File: src/rtl/code_loader_pkg.sv
// Shared code-memory geometry and loader framing constants.
package code_loader_pkg;
  localparam int         CODE_ADDR_WIDTH = 13;
  localparam int         CODE_SIZE       = 8192;
  localparam logic [7:0] LOADER_MAGIC    = 8'hB5;
  localparam int         LOADER_TIMEOUT  = 1_000_000;
endpackage

File: src/rtl/code_loader.sv
// Parses a framed program image from a byte stream and writes it into code RAM,
// holding the CPU in reset until the image is loaded and its checksum verified.
module code_loader
  import code_loader_pkg::*;
#(
  parameter int WIDTH   = CODE_ADDR_WIDTH,
  parameter int SIZE    = CODE_SIZE,
  parameter int TIMEOUT = LOADER_TIMEOUT
) (
  input  logic             clk,
  input  logic             reset,
  input  logic             rx_valid,
  input  logic [7:0]       rx_data,
  output logic [WIDTH-1:0] mem_din_addr,
  output logic [15:0]      mem_din,
  output logic             mem_we,
  output logic             cpu_hold,
  output logic             done,
  output logic             error
);

  typedef enum logic [2:0] {
    S_IDLE, S_LEN_HI, S_LEN_LO, S_DATA_HI, S_DATA_LO, S_CHECK, S_DONE, S_ERROR
  } state_t;

  localparam int          CW     = WIDTH + 1;
  localparam int          IW     = (TIMEOUT < 2) ? 1 : $clog2(TIMEOUT + 1);
  localparam logic [16:0] SIZE_W = 17'(SIZE);

  state_t          state_q;
  logic [CW-1:0]   cnt_q, cnt_d;
  logic [15:0]     len_q, len_d;
  logic [7:0]      sum_q, sum_d;
  logic [7:0]      hi_q;
  logic [IW-1:0]   idle_q;
  logic            active, expired;

  assign active  = (state_q == S_LEN_HI)  || (state_q == S_LEN_LO) ||
                   (state_q == S_DATA_HI) || (state_q == S_DATA_LO) ||
                   (state_q == S_CHECK);
  // Expiry is judged on the idle count alone, so a byte landing in that cycle is dropped.
  assign expired = active && (idle_q >= IW'(TIMEOUT));
  assign sum_d   = sum_q + rx_data;
  assign cnt_d   = cnt_q + CW'(1);
  assign len_d   = {len_q[15:8], rx_data};

  always_ff @(posedge clk or posedge reset) begin
    if (reset) begin
      state_q      <= S_IDLE;
      cnt_q        <= '0;
      len_q        <= '0;
      sum_q        <= '0;
      hi_q         <= '0;
      idle_q       <= '0;
      mem_we       <= 1'b0;
      mem_din_addr <= '0;
      mem_din      <= '0;
      cpu_hold     <= 1'b0;
      done         <= 1'b0;
      error        <= 1'b0;
    end else begin
      mem_we <= 1'b0;
      if (expired) begin
        state_q <= S_ERROR;
        error   <= 1'b1;
        idle_q  <= '0;
      end else if (rx_valid) begin
        idle_q <= '0;
        case (state_q)
          S_IDLE, S_DONE, S_ERROR: begin
            if (rx_data == LOADER_MAGIC) begin
              state_q  <= S_LEN_HI;
              cnt_q    <= '0;
              sum_q    <= '0;
              done     <= 1'b0;
              error    <= 1'b0;
              cpu_hold <= 1'b1;
            end
          end
          S_LEN_HI: begin
            len_q   <= {rx_data, 8'h00};
            sum_q   <= sum_d;
            state_q <= S_LEN_LO;
          end
          S_LEN_LO: begin
            len_q <= len_d;
            sum_q <= sum_d;
            if ({1'b0, len_d} > SIZE_W) begin
              state_q <= S_ERROR;
              error   <= 1'b1;
            end else if (len_d == 16'd0) begin
              state_q <= S_CHECK;
            end else begin
              state_q <= S_DATA_HI;
            end
          end
          S_DATA_HI: begin
            hi_q    <= rx_data;
            sum_q   <= sum_d;
            state_q <= S_DATA_LO;
          end
          S_DATA_LO: begin
            mem_we       <= 1'b1;
            mem_din_addr <= cnt_q[WIDTH-1:0];
            mem_din      <= {hi_q, rx_data};
            cnt_q        <= cnt_d;
            sum_q        <= sum_d;
            state_q      <= (16'(cnt_d) == len_q) ? S_CHECK : S_DATA_HI;
          end
          S_CHECK: begin
            if (rx_data == sum_q) begin
              state_q  <= S_DONE;
              done     <= 1'b1;
              cpu_hold <= 1'b0;
            end else begin
              state_q <= S_ERROR;
              error   <= 1'b1;
            end
          end
          default: state_q <= S_IDLE;
        endcase
      end else if (active) begin
        idle_q <= idle_q + IW'(1);
      end
    end
  end

endmodule

File: config.mk
export PLATFORM = sky130hd
export DESIGN_NAME = code_loader
export DESIGN_NICKNAME = d
export VERILOG_FILES = /design/src/rtl/code_loader_pkg.sv /design/src/rtl/code_loader.sv
export SDC_FILE = /design/constraint.sdc
export NUM_CORES = 1
export LEC_CHECK = 0
export BUFFER_PORTS_ARGS = -buffer_cell sky130_fd_sc_hd__buf_2
export CAP_MARGIN = 20
export CORE_UTILIZATION = 54
export CTS_CLUSTER_SIZE = 28
export DETAILED_ROUTE_END_ITERATION = 10
export PLACE_DENSITY = 0.83
export SLEW_MARGIN = 10
export SYNTH_ARGS = -nofsm -noshare
export SYNTH_HDL_FRONTEND = slang
export SYNTH_SLANG_ARGS = --single-unit
File: constraint.sdc
create_clock -name clk -period 3 [get_ports clk]
set_input_delay 0.15 -clock clk [delete_from_list [all_inputs] [get_ports clk]]
set_output_delay 0.15 -clock clk [all_outputs]
set_load 0.005 [all_outputs]
==> impl_results.md <==
- Initial Util: 0.560
- Hold Path Origin: rx_data[1]
- Worst-skew pair later-pin latency: roughly 380 ps
- Total Routed Length: approximately 11000 µm
- Ratio of cells with drive above 1 in the final layout: 0.189
- Clk sink count: just over 100
- Slowest Stage Delay on Critical Path: between 500 and 600 ps
- Sequential fraction of the synthesis area: 0.493
- Syn nets: approximately 540
- Flop-to-flop setup slack: approximately 220 ps
- Root Driver: clkbuf_8
- Fin. Hold Viols: 0
- Die Ht: between 90 and 100 µm
- DRT iter0 DRCs: about 240
- Total Power: 4.50 mW
- CP Capture Type: register
- Total setup buffers inserted after CTS: 0
- Netlist cell types: 54
- Initial antenna violation count: 0
- H-Tree Level Count: 3
- Via density: ~5.9
- Number of synthesized flops with an enable pin: 0
- DRC Markers: 0
- WHS Path Cells: 2
- Reg2reg start: state_q[1]
- Clock Pin Slew Worst Setup and Hold Paths: 110 ps
- Req. time, crit path: ~3300 ps
- Layout Nets: approximately 570
- FFs w/ async S/R, synth: 1.00
- Tmin final: 2780 ps
- Synthesized area per cell: just over 10 µm²
- #FFs+latches synth: between 100 and 150
- First drt pass iteration count: 5
- Grt total ovfl: 0
- Fin crit share: 0.926
- Top FF cell, synth: dfrtp_1
- Max VDD drop: between 0.0005 and 0.0006 V
- Unrepaired setup endpoints after global routing: false
- WS Path Type: register to register
- R2R cell count: 6
- Commonest non-fill, non-tap cell in the layout: dfrtp_1
- Routed wire per std cell: around 16 µm
- FF-to-FF End: len_q[7]
- Crit-path cells: and2_1 -> nor3_2 -> nand2_1 -> nand3_1 -> nor2b_1 -> a22o_1
- First-pass GRT wire length: ~19000 µm
- Synth top area share: 0.493
- Clk_skew: ~14 ps
- Outcome: complete, no violations
- HPWL after DPL: between 7000 and 8000 µm
- Antenna Nets Post-Route: 0
- Worst-Margin Slew: approximately 880 ps
- Largest net degree at the start of global routing: 74
- GPL Wtd Cong: 0.877
- Max-slew violation count: 0
- Mapped Cells: ~500
- CTS resizes: 0
- Max Clock Freq: 0.360 GHz
- CTS Buf Count: 9
- Area Overhead vs Synth: 10.3%
- CP max stage cell: nor2b_1
- Yosys warnings: 0
- CP arrival: between 3000 and 4000 ps
- MaxCap Viol Count: 0
- CTS tree: yes
- Cells taking the most area after synthesis: dfrtp_1 (49%), mux2_2 (7.4%), nand2_1 (4.4%)
- Leak: 2.62 nW
- Core area: roughly 9200 µm²
- Crit-path max FO: 12
- Vias: slightly above 4000
- Die area: around 10000 µm²
- Rel. slew slack: 0.415
- Vias in the first global route: 3867
- Final Setup Violations: 0
- Most used cells in the layout excluding fill and tap cells: dfrtp_1 (102), nand2_1 (61), buf_2 (43), nor2_1 (40), mux2_2 (34)
- Die X: about 100 µm
- PD cells: ~790 nW/µm²
- Cell taking the most area after synthesis: dfrtp_1
- Std-Cell Rows: 35
- Port Buffer Count: between 40 and 50
- Antenna diodes: 0
- Crit path launch type: register
- Mapped cell area: 5170 µm²
- Setup tns final: 0 ps
- Io pins: 44
- Worst Hold End: len_q[1]
- Clock Path Buffers: 2
- Worst hold path class: input pin to register
- Total GRT Usage: 0.238
[final cells by class]
cell class | instances | area [µm²]
inverters | 13 | 51.3
repair buffers | 50 | 270
clock buffers | 10 | 128
flip-flops and latches | 102 | 2550
multi-input cells | 376 | 2480
clock inverters | 6 | 62.6
fillers | 753 | 3530
well taps | 129 | 161
[registers in the layout (all words and copies together), names as in the netlist]
| register | flops |
|---|---|
| done | 1 |
| error | 1 |
| mem_din_addr | 13 |
| cpu_hold | 1 |
| len_q | 16 |
| hi_q | 8 |
| state_q | 3 |
| cnt_q | 14 |
| mem_din | 16 |
| idle_q | 20 |
| sum_q | 8 |
| mem_we | 1 |
[what timing repair did]
item	CTS	global route
hold buffers	1	0
endpoints found under the hold margin	23	0
setup endpoints to repair	0	0
[metrics by stage]
| stage | cell area (µm²) | hold WS, ps | setup slack, ps | cells | utilization |
|---|---|---|---|---|---|
| after global routing | 5710 | 60.3 | 103 | 686 | 0.618 |
| after floorplan | 5170 | 290 | 175 | 513 | - |
| after CTS | 5710 | 51.2 | 311 | 686 | 0.618 |
| final | 5710 | 73.1 | 221 | 686 | 0.618 |
| after global placement | 5510 | 392 | 471 | 669 | 0.596 |
| after detailed placement | 5510 | 408 | 336 | 669 | 0.596 |
[cells in the mapped netlist (7+ instances only)]
master    count
a21oi_1      19
a22o_1       15
buf_2         7
clkbuf_1     14
dfrtp_1     102
ha_1         10
inv_1        12
mux2_2       34
nand2_1      61
nand3_1      23
nand4_1      11
nor2_1       40
nor3_1        9
nor4_1        8
o21ai_0      32
xnor2_1      22
xor2_1       17
[critical path: cells and delay by family, from the launching register on]
family | cells | cell delay [ps]
AO/OA/AOI/OAI | 1 | 230
flip-flops | 1 | 520
AND/OR/NAND/NOR | 5 | 1950
[metal layers]
layer	track usage	vias to the layer above	share of wire
met2	0.378	164	0.48
met4	0.107	0	0.024
met5	0	-	0
met3	0.0425	34	0.057
li1	-	1899	-
met1	0.320	1926	0.44
[power breakdown]
| group | switching [mW] | internal, mW | total (mW) |
|---|---|---|---|
| clock network | 0.509 | 0.324 | 0.833 |
| logic | 0.792 | 0.767 | 1.56 |
| registers | 0.358 | 1.75 | 2.11 |
| total | 1.66 | 2.84 | 4.50 |
[how the worst max path moves through the flow]
stage / startpoint / end / slack (ps)
finish: state_q[1] / len_q[7] / 220
global route: state_q[0] / len_q[7] / 100
CTS: state_q[1] / len_q[7] / 310
detailed placement: state_q[1] / len_q[7] / 340
global placement: state_q[1] / len_q[0] / 470
floorplan: reset / cnt_q[0] / 170
[cells by family after synthesis]
| group | share of synthesized area |
|---|---|
| simple gates | 0.179 |
| flops | 0.493 |
| compound gates | 0.128 |
| xor+xnor | 0.0660 |
| mux | 0.0779 |
| buf+inv | 0.0271 |
| fa+ha+maj | 0.0280 |
Note: power is estimated with default switching activity, not from simulation.
